--- src/rtl/simon_ctrl_seq.sv ---
// Control sequencer for the Simon datapath. The core applies up to UNROLL rounds per step.
// Define SIMON_CTRL_KEY_CACHE_EN to let decryptions reuse the cached key schedule.
module simon_ctrl_seq #(
  parameter int WW     = 16,
  parameter int NKW    = 4,
  parameter int UNROLL = 1
) (
  input  logic                         clk,
  input  logic                         srst,
  output logic                         active_o,
  input  logic                         valid_i,
  output logic                         ready_o,
  input  logic                         mode_i,
  input  logic                         key_reuse_i,
  output logic                         core_srst_o,
  output logic                         core_mode_o,
  output logic                         core_pt_ld_en_o,
  output logic                         core_pt_run_en_o,
  output logic                         core_key_ld_en_o,
  output logic                         core_key_run_en_o,
  output logic [$clog2(UNROLL+1)-1:0]  core_rnds_o,
  output logic                         key_snap_o,
  output logic                         key_reg_sel_o,
  output logic                         valid_o,
  input  logic                         ready_i,
  output logic                         mode_o
);

  function automatic int simon_rounds(input int n, input int m);
    if (n == 16 && m == 4) return 32;
    if (n == 24 && m == 3) return 36;
    if (n == 24 && m == 4) return 36;
    if (n == 32 && m == 3) return 42;
    if (n == 32 && m == 4) return 44;
    if (n == 48 && m == 2) return 52;
    if (n == 48 && m == 3) return 54;
    if (n == 64 && m == 2) return 68;
    if (n == 64 && m == 3) return 69;
    if (n == 64 && m == 4) return 72;
    return 0;
  endfunction

  localparam int N_ROUNDS = simon_rounds(WW, NKW);
  localparam int CNT_W    = $clog2(N_ROUNDS + 1);
  localparam int RW       = $clog2(UNROLL + 1);

  if (N_ROUNDS == 0) begin : g_bad_cfg
    $error("simon_ctrl_seq: unsupported WW/NKW combination");
  end
  if (UNROLL < 1 || UNROLL > 8) begin : g_bad_unroll
    $error("simon_ctrl_seq: UNROLL must be within 1..8");
  end

  typedef enum logic [2:0] {
    S_IDLE, S_ENC_PRE, S_ENC_RUN, S_DEC_PRE_KEY,
    S_DEC_KEY_RUN, S_DEC_PRE, S_DEC_RUN, S_OUTPUT
  } state_e;

  state_e           state;
  state_e           state_nxt;
  logic [CNT_W-1:0] cnt;
  logic [CNT_W-1:0] cnt_nxt;
  logic [RW-1:0]    rnds_cur;
  logic [RW-1:0]    rnds_nxt;
  logic             last_step;
  logic             reuse_hit;

  function automatic logic is_pre(input state_e s);
    return (s == S_ENC_PRE) || (s == S_DEC_PRE_KEY) || (s == S_DEC_PRE);
  endfunction

  function automatic logic is_run(input state_e s);
    return (s == S_ENC_RUN) || (s == S_DEC_KEY_RUN) || (s == S_DEC_RUN);
  endfunction

  // Full UNROLL-sized steps until the remainder is smaller; only the final step is partial.
  function automatic logic [RW-1:0] step_rnds(input state_e s, input logic [CNT_W-1:0] c);
    int rem;
    rem = N_ROUNDS - int'(c);
    if (!is_run(s)) return '0;
    return (rem < UNROLL) ? RW'(rem) : RW'(UNROLL);
  endfunction

  assign rnds_cur  = step_rnds(state, cnt);
  assign last_step = is_run(state) && ((int'(cnt) + int'(rnds_cur)) == N_ROUNDS);
  assign cnt_nxt   = is_pre(state) ? '0 : cnt + CNT_W'(rnds_cur);
  assign rnds_nxt  = step_rnds(state_nxt, cnt_nxt);

`ifdef SIMON_CTRL_KEY_CACHE_EN
  logic cache_vld;
  assign reuse_hit = mode_i && key_reuse_i && cache_vld;
`else
  logic unused_key_reuse;
  assign unused_key_reuse = key_reuse_i;
  assign reuse_hit        = 1'b0;
`endif

  always_comb begin
    state_nxt = state;
    case (state)
      S_IDLE: begin
        if (valid_i) begin
          if (!mode_i)        state_nxt = S_ENC_PRE;
          else if (reuse_hit) state_nxt = S_DEC_PRE;
          else                state_nxt = S_DEC_PRE_KEY;
        end
      end
      S_ENC_PRE:     state_nxt = S_ENC_RUN;
      S_DEC_PRE_KEY: state_nxt = S_DEC_KEY_RUN;
      S_DEC_PRE:     state_nxt = S_DEC_RUN;
      S_ENC_RUN:     if (last_step) state_nxt = S_OUTPUT;
      S_DEC_KEY_RUN: if (last_step) state_nxt = S_DEC_PRE;
      S_DEC_RUN:     if (last_step) state_nxt = S_OUTPUT;
      S_OUTPUT:      if (ready_i)   state_nxt = S_IDLE;
      default:       state_nxt = S_IDLE;
    endcase
  end

  // Outputs are registered from the next state so they line up with the state they describe.
  always_ff @(posedge clk) begin
    if (srst) begin
      state             <= S_IDLE;
      cnt               <= '0;
      active_o          <= 1'b0;
      ready_o           <= 1'b0;
      core_srst_o       <= 1'b0;
      core_mode_o       <= 1'b0;
      core_pt_ld_en_o   <= 1'b0;
      core_pt_run_en_o  <= 1'b0;
      core_key_ld_en_o  <= 1'b0;
      core_key_run_en_o <= 1'b0;
      core_rnds_o       <= '0;
      key_snap_o        <= 1'b0;
      key_reg_sel_o     <= 1'b0;
      valid_o           <= 1'b0;
      mode_o            <= 1'b0;
`ifdef SIMON_CTRL_KEY_CACHE_EN
      cache_vld         <= 1'b0;
`endif
    end else begin
      state             <= state_nxt;
      cnt               <= cnt_nxt;
      active_o          <= (state_nxt != S_IDLE);
      ready_o           <= (state == S_ENC_PRE) || (state == S_DEC_PRE);
      core_srst_o       <= is_pre(state_nxt);
      core_key_ld_en_o  <= is_pre(state_nxt);
      core_pt_ld_en_o   <= (state_nxt == S_ENC_PRE) || (state_nxt == S_DEC_PRE);
      core_pt_run_en_o  <= (state_nxt == S_ENC_RUN) || (state_nxt == S_DEC_RUN);
      core_key_run_en_o <= is_run(state_nxt);
      core_mode_o       <= (state_nxt == S_DEC_PRE) || (state_nxt == S_DEC_RUN);
      key_reg_sel_o     <= (state_nxt == S_DEC_PRE);
      core_rnds_o       <= rnds_nxt;
      key_snap_o        <= (state_nxt == S_DEC_KEY_RUN) &&
                           ((int'(cnt_nxt) + int'(rnds_nxt)) == N_ROUNDS);
      valid_o           <= (state_nxt == S_OUTPUT);
      if (state_nxt == S_OUTPUT && state != S_OUTPUT)
        mode_o <= (state == S_DEC_RUN);
`ifdef SIMON_CTRL_KEY_CACHE_EN
      if (state == S_DEC_KEY_RUN && last_step)
        cache_vld <= 1'b1;
`endif
    end
  end

endmodule

--- config.mk ---
export PLATFORM = sky130hd
export DESIGN_NAME = simon_ctrl_seq
export DESIGN_NICKNAME = d
export VERILOG_FILES = /design/src/rtl/simon_ctrl_seq.sv
export SDC_FILE = /design/constraint.sdc
export NUM_CORES = 1
export LEC_CHECK = 0
export BUFFER_PORTS_ARGS = -buffer_cell sky130_fd_sc_hd__clkbuf_2
export CAP_MARGIN = 30
export CORE_MARGIN = 4
export CORE_UTILIZATION = 56
export DETAILED_ROUTE_END_ITERATION = 6
export GPL_ROUTABILITY_DRIVEN = 0
export HOLD_SLACK_MARGIN = 0.02
export PLACE_DENSITY = 0.88
export SLEW_MARGIN = 30
export SYNTH_ARGS = -nofsm -noshare
export SYNTH_HDL_FRONTEND = slang
export SYNTH_SLANG_ARGS = --single-unit
export TNS_END_PERCENT = 50
--- constraint.sdc ---
create_clock -name clk -period 6.75 [get_ports clk]
set_clock_uncertainty 0.1 [all_clocks]
set_input_delay 2.025 -clock clk [delete_from_list [all_inputs] [get_ports clk]]
set_output_delay 2.025 -clock clk [all_outputs]
set_load 0.03 [all_outputs]
==> results.md, run 1 <==
* Leading area contributor after synthesis: dfxtp_1
* Leakage power at 0.538 nW
* Commonest cells in the synthesized netlist: dfxtp_1, nor2_1, inv_1, nand2_1, nand3_1
* Core box area at 2040 um^2
* Maximum fanout along the worst path at 15
* Yosys warns at 0
* WL per Instance at roughly 15 um
* Top-Level Pins at 19
* Max VDD drop at 0.129 mV
* Width of the die at 55.5 um
* Initial Util at 61.8%
* Post-CTS Setup Bufs at 0
* Setup tns final at 0 ps
* Clock transition at the registers of the reported paths at around 120 ps
* I/O Buffers at 17
* GR Overflow Total at 0
* H-tree level count at 1
* # fillers at slightly below 200
* Netlist Area Pre-Place at 1260 um^2
* Max Root-Sink Buffers at 2
* Routed Antenna Nets at 0
* Post-synth ARST share at 0%
* Hold Fails Final Rpt at 0
* Post-synthesis register bit count at 21
* Synth Net Count at 152
* RR Startpoint: state[2]$_SDFF_PP0_
* Routed via count at 1075
* CTS tree: done
* Count of final max-slew check failures at 0
* Nets at roughly 170
* Flop-to-flop setup slack at between 3000 and 4000 ps
* Num Clock Sinks at 21
* Cell count after synthesis at 142
* Most numerous cell in the Yosys netlist: dfxtp_1
* Netlist cell types at 51
* Number of max-cap violations at 0
* Initial antenna violation count at 0
* Max-slew headroom at between 50% and 60%
* Vias in the first global route at 1090
* Number of synthesized flops with an enable pin at 0
* Worst Tran Pin Value at 689 ps
* Post-cts sizing count at 0
* Sequential fraction of the synthesis area at ~33%
* Layout cell share with drive strength beyond 1 at 22.1%
* Critical Path RT at 6920 ps
* Post-layout min period at 3020 ps
* Outcome: finished, final reports clean
* Height of the die at 55.5 um
* HPWL after detailed placement at 2100 um
* Startpoint Class: flop
* Setup ws final at 3730 ps
* Total track usage at just over 20%
* R2r endpoint: core_key_ld_en_o$_SDFF_PP0_
* Cells on worst reg2reg path at 9
* Syn avg cell area at slightly below 9 um^2
* Period utilization at approximately 45%
* Final setup violation count at 0
* DRC at 0
* Site row count at 16
* Pin count of the biggest net entering global routing at 17
* CP Class: reg -> reg
* Worst Hold End: mode_o$_SDFFE_PP0P_
* Hold Path Stages at 2
* HP Class: reg -> reg
* First-pass GRT wire length at 5060 um
* Final WL at 2770 um
* Layout area overhead at 6.44%
* Die area at between 3000 and 4000 um^2
* Crit. End Element: flop
* Hold Crit Start: mode_o$_SDFFE_PP0P_
* Fmax at 0.331 GHz
* Ant diodes at 0
* Worst endpoint data arrival time at between 3000 and 4000 ps
* First drt pass iteration count at 4
* Setup WS pre-CTS at 3530 ps
* Power Dens Cells at between 150 and 200 nW/um^2
* Iter 0 DRT Violations at 20
* Via/cell ratio at 5.94
* Clk root buf: clkbuf_4
* Inserted Clock Buffers at 3
* Worst skew pair latency at 310 ps
* Synth top area cells: dfxtp_1, nor2_1, ha_1
* RSZ-0062 raised after global routing: no
* Ys flop type: dfxtp_1
* Hold Buf Count CTS at 0
* Synth top area share at roughly a third
critical path, cell delays in order (launching register included):
cell and delay (ps):
dfxtp_1 500, o21bai_4 350, nor2_1 80, ha_1 220, xnor2_1 400, nand3_1 220
nor4b_4 640, o21bai_1 250, inv_1 110, and2_1 110
cells by family after synthesis:
kind of cell,Yosys count,synth area share (%)
fa+ha+maj,4,3.96
compound gates,34,23.0
buf+inv,18,7.83
simple gates,58,26.5
xor+xnor,7,5.45
flops,21,33.3
state kept, by name (all words and copies together), names as in the netlist:
register,count
active_o,1
cnt,6
core_key_ld_en_o,1
core_key_run_en_o,1
core_mode_o,1
core_pt_ld_en_o,1
core_pt_run_en_o,1
core_rnds_o,1
key_reg_sel_o,1
key_snap_o,1
mode_o,1
ready_o,1
state,3
valid_o,1
cells in the final DEF, fill, tap and decap left out, types with 2 or more instances in the layout:
cell type,Yosys,final
dfxtp_1,21,21
clkbuf_2,0,17
nor2_1,16,16
inv_1,9,9
nand2_1,8,8
nand3_1,7,7
nor3_1,6,6
a21oi_1,5,5
o21ai_0,4,4
xnor2_1,4,4
ha_1,4,4
o21a_1,3,3
clkbuf_4,0,3
nand3b_1,2,2
a211oi_1,2,2
nor2b_1,2,2
and2_1,2,2
nor4_1,2,2
nor3b_1,2,2
a31oi_1,2,2
xor2_1,2,2
nand2b_1,2,2
or4_1,2,2
where the power goes:
group / switching [W] / internal [W] / total, W / leakage, nW
combinational: 0.0000356 / 0.0000191 / 0.0000547 / 0.349
sequential: 0.00000596 / 0.000130 / 0.000136 / 0.171
clock: 0.0000403 / 0.0000222 / 0.0000625 / 0.0177
per-layer routing:
| metal | up-vias | GRT usage (%) | wire [um] |
|---|---|---|---|
| met5 | - | 0 | 0 |
| met4 | 0 | 6.25 | 23 |
| met3 | 4 | 5.59 | 153 |
| met2 | 32 | 32.3 | 1390 |
| met1 | 508 | 26.0 | 1200 |
| li1 | 531 | - | - |
worst max path at each step:
stage | from | to | slack, ps | depth (start not counted)
after floorplan | valid_i | core_key_ld_en_o$_SDFF_PP0_ | 3780 | 6
after global placement | valid_i | core_key_ld_en_o$_SDFF_PP0_ | 3570 | 7
after detailed placement | valid_i | core_key_ld_en_o$_SDFF_PP0_ | 3530 | 7
after CTS | core_key_ld_en_o$_SDFF_PP0_ | core_key_ld_en_o | 3740 | 1
after global routing | state[2]$_SDFF_PP0_ | core_key_ld_en_o$_SDFF_PP0_ | 3490 | 9
final | state[2]$_SDFF_PP0_ | core_key_ld_en_o$_SDFF_PP0_ | 3730 | 9
per-stage QoR:
| stage | power [W] | hold WS (ps) | cell area, um^2 | std cells | utilization [%] |
|---|---|---|---|---|---|
| after floorplan | 0.000180 | 481 | 1260 | 142 | - |
| after global placement | 0.000189 | 460 | 1320 | 177 | 64.5 |
| after detailed placement | 0.000192 | 468 | 1320 | 177 | 64.5 |
| after CTS | 0.000253 | 490 | 1340 | 181 | 65.8 |
| after global routing | 0.000267 | 532 | 1340 | 181 | 65.8 |
| final | 0.000253 | 485 | 1340 | 181 | 65.8 |
area by class of cell:
class | count | area, um^2 | share of cell area (%)
Sequential cell | 21 | 420 | 31.3
Tap cell | 27 | 33.8 | 2.51
Clock inverter | 1 | 5.00 | 0.372
Multi-Input combinational cell | 103 | 743 | 55.3
Clock buffer | 3 | 22.5 | 1.68
Timing Repair Buffer | 17 | 85.1 | 6.33
Inverter | 9 | 33.8 | 2.51
Note: power is estimated with default switching activity, not from simulation.
==> run 2: changes to the inputs <==
--- a/config.mk
+++ b/config.mk
@@ -8,11 +8,11 @@
 export BUFFER_PORTS_ARGS = -buffer_cell sky130_fd_sc_hd__clkbuf_2
 export CAP_MARGIN = 30
 export CORE_MARGIN = 4
-export CORE_UTILIZATION = 56
+export CORE_UTILIZATION = 50
 export DETAILED_ROUTE_END_ITERATION = 6
 export GPL_ROUTABILITY_DRIVEN = 0
 export HOLD_SLACK_MARGIN = 0.02
-export PLACE_DENSITY = 0.88
+export PLACE_DENSITY = 0.83
 export SLEW_MARGIN = 30
 export SYNTH_ARGS = -nofsm -noshare
 export SYNTH_HDL_FRONTEND = slang
==> constraint.sdc (replaced) <==
create_clock -name clk -period 2.43 [get_ports clk]
set_clock_uncertainty 0.1 [all_clocks]
set_input_delay 0.729 -clock clk [delete_from_list [all_inputs] [get_ports clk]]
set_output_delay 0.729 -clock clk [all_outputs]
set_load 0.03 [all_outputs]
==> results.md, run 2 (synthesized netlist as in run 1, its figures left out) <==
* Outcome: finished with violations (was finished, final reports clean)
* Failing checks: setup timing
* Fmax at 0.384 GHz (was 0.331 GHz)
* Inserted Clock Buffers at 3 (unchanged)
* Slowest-stage cell, CP: dfxtp_2 (was nor4b_4)
* Layout cell share with drive strength beyond 1 at 38.5% (was 22.1%)
* Cell area after layout at 1580 um^2 (was 1340 um^2)
* R2r endpoint: key_snap_o$_SDFF_PP0_ (was core_key_ld_en_o$_SDFF_PP0_)
* Cells on worst reg2reg path at 11 (was 9)
* CP cell instances: inv_2, ha_4, nor2_4, o41ai_4, nand4_2, a21o_2, ha_4, o21a_1, o32ai_2, a31oi_2, a221oi_2 (was o21bai_4, nor2_1, ha_1, xnor2_1, nand3_1, nor4b_4, o21bai_1, inv_1, and2_1)
* Critical Path Most Common Cell: ha_4
* Site row count at 17 (was 16)
* First drt pass iteration count at 4 (unchanged)
* Setup ws final at -175 ps (was 3730 ps)
* Final Power at 0.000743 W (was 0.000253 W)
* Max-slew headroom at 58.5% (was 53.9%)
* Number of max-cap violations at 0 (unchanged)
* Setup tns final at -310 ps (was 0 ps)
* Layout area overhead at 25.3% (was 6.44%)
* Hold Path Stages at 2 (unchanged)
* Initial antenna violation count at 0 (unchanged)
* RR Startpoint: cnt[0]$_SDFF_PP0_ (was state[2]$_SDFF_PP0_)
* Top reg by flops: cnt (unchanged)
* Ant diodes at 0 (unchanged)
* Max Root-Sink Buffers at 2 (unchanged)
* Core box area at 2300 um^2 (was 2040 um^2)
* Power Dens Cells at 470 nW/um^2 (was 188 nW/um^2)
* Most common cell after layout, fill and taps aside: buf_4 (was dfxtp_1)
* HP Class: reg -> reg (unchanged)
* Startpoint Class: flop (unchanged)
* H-tree level count at 1 (unchanged)
* Placement Cell Area at 1450 um^2 (was 1320 um^2)
* Routed via count at 1194 (was 1075)
* Iter 0 DRT Violations at 63 (was 20)
* Worst endpoint data arrival time at 2720 ps (was 3190 ps)
* Critical Path Max Stage Delay at 360 ps (was 640 ps)
* Worst Hold End: mode_o$_SDFFE_PP0P_ (unchanged)
* Commonest cells after routing, fill and taps aside: buf_4, dfxtp_1, clkbuf_2 (was dfxtp_1, clkbuf_2, nor2_1)
* CP Class: reg -> reg (unchanged)
* Vias in the first global route at 1221 (was 1090)
* Max VDD drop at 0.380 mV (was 0.129 mV)
* Max reg flops at 6 (unchanged)
* Clk root buf: clkbuf_4 (unchanged)
* Initial Util at 55.0% (was 61.8%)
* Final setup violation count at 2 (was 0)
* Die area at 3390 um^2 (was 3080 um^2)
* Hold Crit Start: mode_o$_SDFFE_PP0P_ (unchanged)
* Height of the die at 58.3 um (was 55.5 um)
* Maximum fanout along the worst path at 3 (was 15)
* Worst Tran Pin Value at 617 ps (was 689 ps)
* DRC at 0 (unchanged)
* HPWL after detailed placement at 2330 um (was 2100 um)
* Leakage power at 0.666 nW (was 0.538 nW)
* Total track usage at 19.9% (was 20.1%)
* RSZ-0062 raised after global routing: yes (was no)
* Nets at 185 (was 165)
* WL per Instance at 15.9 um (was 15.3 um)
* Num Clock Sinks at 21 (unchanged)
* Via/cell ratio at 5.91 (was 5.94)
* Width of the die at 58.3 um (was 55.5 um)
* First-pass GRT wire length at 5340 um (was 5060 um)
* Pin count of the biggest net entering global routing at 17 (unchanged)
* Clock transition at the registers of the reported paths at 110 ps (was 120 ps)
* Post-layout min period at 2600 ps (was 3020 ps)
* Critical Path RT at 2550 ps (was 6920 ps)
* Flop-to-flop setup slack at -170 ps (was 3730 ps)
* I/O Buffers at 17 (unchanged)
* CTS tree: done (unchanged)
* Largest regs: cnt x6, state x3 (unchanged)
* Final WL at 3210 um (was 2770 um)
* Worst skew pair latency at 290 ps (was 310 ps)
* GR Overflow Total at 0 (unchanged)
* Routed Antenna Nets at 0 (unchanged)
* Top-Level Pins at 19 (unchanged)
* Period utilization at 107% (was 44.7%)
* Count of final max-slew check failures at 0 (unchanged)
* Crit. End Element: flop (unchanged)
* Hold Fails Final Rpt at 0 (unchanged)
[run 2: cell count changes in the layout (fill, tap and decap cells not counted), moves of 2 or more]
cell	change
dfxtp_1	-2
buf_4	+20
ha_1	-3
xnor2_1	-2
xnor2_2	+2
ha_4	+2
dfxtp_2	+2
[run 2: how the worst max path moves through the flow]
| stage | from | end | cells past startpoint |
|---|---|---|---|
| 6_report | cnt[0]$_SDFF_PP0_ | key_snap_o$_SDFF_PP0_ | 11 |
| 5_1_grt | cnt[1]$_SDFF_PP0_ | key_snap_o$_SDFF_PP0_ | 12 |
| 4_1_cts | cnt[0]$_SDFF_PP0_ | key_snap_o$_SDFF_PP0_ | 12 |
| 3_5_place_dp | cnt[0]$_SDFF_PP0_ | key_snap_o$_SDFF_PP0_ | 12 |
| 3_3_place_gp | cnt[0]$_SDFF_PP0_ | key_snap_o$_SDFF_PP0_ | 12 |
| 2_1_floorplan | cnt[0]$_SDFF_PP0_ | key_snap_o$_SDFF_PP0_ | 11 |
[run 2: critical path: cells and delay by family (launching register included)]
kind                     cells  cell delay, ps
AND/OR/NAND/NOR              2             190
adder cells (fa/ha/maj)      2             450
buffers and inverters        1              60
flip-flops                   1             360
AO/OA/AOI/OAI                6            1370
[run 2: what timing repair did]
action                     in CTS  in global routing
hold buffers                    0                  0
setup endpoints to repair       2                 12
setup buffers                   2                  3
pin swaps                      10                 10
gates resized for setup         5                  8
[run 2: cell type report]
cell class | count | area, um^2
tap | 28 | 35.0
clock buffer | 4 | 26.3
fill | 188 | 716
sequential | 21 | 423
timing repair buffer | 37 | 235
multi-input combinational | 103 | 828
inverter | 9 | 33.8
[run 2: metal layers]
layer / wire [um] / track usage [%] / share of wire [%]
met4: 38 / 6.62 / 1.2
met5: 0 / 0 / 0
met2: 1750 / 36.6 / 55
met3: 136 / 2.90 / 4.2
met1: 1280 / 23.5 / 40
[run 2: metrics by stage]
stage | setup WS [ps] | hold slack, ps | util (%) | cells
3_3_place_gp | -89.0 | 460 | 62.9 | 193
3_5_place_dp | -192 | 478 | 62.9 | 193
5_1_grt | -305 | 524 | 68.8 | 202
2_1_floorplan | -30.0 | 481 | - | 142
6_report | -175 | 488 | 68.8 | 202
4_1_cts | -164 | 498 | 65.8 | 199
[run 2: report_power, final]
group / switching [W] / total (W) / internal (W)
logic: 0.000125 / 0.000217 / 0.0000923
clock network: 0.0000939 / 0.000158 / 0.0000637
registers: 0.00000797 / 0.000368 / 0.000360
total: 0.000227 / 0.000743 / 0.000516
==> run 3: changes to the inputs <==
--- a/config.mk
+++ b/config.mk
@@ -7,12 +7,11 @@
 export LEC_CHECK = 0
 export BUFFER_PORTS_ARGS = -buffer_cell sky130_fd_sc_hd__clkbuf_2
 export CAP_MARGIN = 30
-export CORE_MARGIN = 4
 export CORE_UTILIZATION = 50
 export DETAILED_ROUTE_END_ITERATION = 6
 export GPL_ROUTABILITY_DRIVEN = 0
 export HOLD_SLACK_MARGIN = 0.02
-export PLACE_DENSITY = 0.83
+export PLACE_DENSITY = 0.77
 export SLEW_MARGIN = 30
 export SYNTH_ARGS = -nofsm -noshare
 export SYNTH_HDL_FRONTEND = slang
==> results.md, run 3 (synthesized netlist as in run 1, its figures left out) <==
* Outcome: finished with violations (unchanged)
* Failing checks: setup timing (unchanged)
* Pint at 0.000515 W (was 0.000516 W)
* Met1 Track Usage GR at 30.1% (was 23.5%)
* # fillers at 183 (was 188)
* Power Dens Cells at 471 nW/um^2 (was 470 nW/um^2)
* Count of final max-slew check failures at 0 (unchanged)
* Hold Buf Count CTS at 0 (unchanged)
* Nets at 184 (was 185)
* Final WL at 2920 um (was 3210 um)
* Leakage power at 0.661 nW (was 0.666 nW)
* Placement Cell Area at 1450 um^2 (about the same)
* Via/cell ratio at 5.50 (was 5.91)
* Max-slew headroom at 57.6% (was 58.5%)
* Top-Level Pins at 19 (unchanged)
* Hold Fails Final Rpt at 0 (unchanged)
* HP Class: reg -> reg (unchanged)
* Worst Tran Pin Value at 632 ps (was 617 ps)
* CP cell instances: inv_2, ha_4, buf_4, nor4bb_4, o21ai_1, nand4_2, buf_6, buf_4, inv_1, ha_1, or4_1, a221oi_2 (was inv_2, ha_4, nor2_4, o41ai_4, nand4_2, a21o_2, ha_4, o21a_1, o32ai_2, a31oi_2, a221oi_2)
* Power share of the combinational group at 29.2% (about the same)
* Largest regs: cnt x6, state x3 (unchanged)
* CP Class: reg -> reg (unchanged)
* Routed via count at 1106 (was 1194)
* CTS tree: done (unchanged)
* Setup WS pre-CTS at -123 ps (was -192 ps)
* Total track usage at 24.9% (was 19.9%)
* Post-layout min period at 2540 ps (was 2600 ps)
* Slowest-stage cell, CP: or4_1 (was dfxtp_2)
* Clk root buf: clkbuf_4 (unchanged)
* Initial antenna violation count at 0 (unchanged)
* Max reg flops at 6 (unchanged)
* Layout cell share with drive strength beyond 1 at 40.5% (was 38.5%)
* Core box area at 2300 um^2 (unchanged)
* Height of the die at 52.3 um (was 58.3 um)
* Inserted Clock Buffers at 3 (unchanged)
* Commonest cells after routing, fill and taps aside: dfxtp_1, buf_4, clkbuf_2 (was buf_4, dfxtp_1, clkbuf_2)
* Ant diodes at 0 (unchanged)
* Switching share of power at 31.4% (was 30.5%)
* Critical Path Most Common Cell: buf_4 (was ha_4)
* Switch Pwr at 0.000236 W (was 0.000227 W)
* Sequential share of power at 49.0% (was 49.6%)
* Clock power frac at 21.8% (was 21.2%)
* Crit. End Element: flop (unchanged)
* GR Overflow Total at 0 (unchanged)
* Critical Path Max Stage Delay at 530 ps (was 360 ps)
* RSZ-0062 raised after global routing: yes (unchanged)
* Site row count at 17 (unchanged)
* Max VDD drop at 0.391 mV (was 0.380 mV)
* Layout area overhead at 26.2% (was 25.3%)
* Met2 Use GR at 45.5% (was 36.6%)
* Number of max-cap violations at 0 (unchanged)
* Cell area after layout at 1590 um^2 (was 1580 um^2)
* Num Clock Sinks at 21 (unchanged)
* GR peak layer: met2 (unchanged)
* Met3 layer usage reported by global route at 2.03% (was 2.90%)
* First drt pass iteration count at 4 (unchanged)
* First-pass GRT wire length at 5060 um (was 5340 um)
* Critical Path RT at 2560 ps (was 2550 ps)
* Period utilization at 105% (was 107%)
* Final setup violation count at 2 (unchanged)
* HPWL after detailed placement at 2090 um (was 2330 um)
* Clock transition at the registers of the reported paths at 120 ps (was 110 ps)
* Worst skew pair latency at 300 ps (was 290 ps)
* Vias in the first global route at 1123 (was 1221)
* Fmax at 0.393 GHz (was 0.384 GHz)
* Setup ws final at -112 ps (was -175 ps)
* Pin count of the biggest net entering global routing at 17 (unchanged)
* Initial Util at 55.0% (unchanged)
* Max Root-Sink Buffers at 2 (unchanged)
* Routed Antenna Nets at 0 (unchanged)
* Die area at 2730 um^2 (was 3390 um^2)
* Most common cell after layout, fill and taps aside: dfxtp_1 (was buf_4)
* DRC at 0 (unchanged)
* H-tree level count at 1 (unchanged)
* Iter 0 DRT Violations at 12 (was 63)
* Worst endpoint data arrival time at 2670 ps (was 2720 ps)
* Top reg by flops: cnt (unchanged)
* WL per Instance at 14.5 um (was 15.9 um)
* I/O Buffers at 17 (unchanged)
* Width of the die at 52.3 um (was 58.3 um)
* Startpoint Class: flop (unchanged)
* Maximum fanout along the worst path at 4 (was 3)
[run 3: power by group through the flow]
stage | registers (W) | clock network [W] | logic (W)
floorplan | 0.000395 | 0 | 0.000112
global placement | 0.000374 | 0 | 0.000180
detailed placement | 0.000375 | 0 | 0.000187
CTS | 0.000368 | 0.000169 | 0.000204
global route | 0.000370 | 0.000178 | 0.000237
finish | 0.000368 | 0.000164 | 0.000219
[run 3: what timing repair did]
action | 4_1_cts | 5_1_grt
gates cloned | 0 | 0
pin swaps | 10 | 10
setup endpoints to repair | 2 | 8
setup buffers | 2 | 1
gates resized for setup | 7 | 11
[run 3: layer usage]
layer | routed length (um) | share of wire, %
met3 | 79 | 2.7
met2 | 1530 | 52
met1 | 1300 | 44
met4 | 16 | 0.55
met5 | 0 | 0
[run 3: final timing paths]
path	to	slack, ps	depth (start not counted)	startpoint
min	mode_o$_SDFFE_PP0P_	480	2	mode_o$_SDFFE_PP0P_
max reg2reg	key_snap_o$_SDFF_PP0_	-110	12	cnt[0]$_SDFF_PP0_
min reg2reg	mode_o$_SDFFE_PP0P_	480	2	mode_o$_SDFFE_PP0P_
max	key_snap_o$_SDFF_PP0_	-110	12	cnt[0]$_SDFF_PP0_
[run 3: through the flow]
stage	hold WS (ps)	util, %	setup TNS [ps]	cells	power (W)
floorplan	481	-	-33.0	142	0.000507
global placement	463	63.2	-84.1	194	0.000555
detailed placement	468	63.2	-213	194	0.000562
CTS	490	66.7	-269	200	0.000741
global route	524	69.3	-1240	201	0.000785
finish	484	69.3	-175	201	0.000751
[run 3: critical path, delay by kind of cell (launching register included)]
family                     cells  cell delay [ps]
and+or+nand+nor                3              890
buffers and inverters          5              440
DFF                            1              360
AOI/OAI and AO/OA              2              340
adders and majority gates      2              330
[run 3: final cells by class]
type,count,area [um^2],area share (%)
clock buffer,3,22.5,1.41
clock inverter,1,5.00,0.314
inverter,9,33.8,2.12
multi-input combinational,103,842,52.9
sequential,21,423,26.6
tap,28,35.0,2.20
timing repair buffer,36,231,14.5
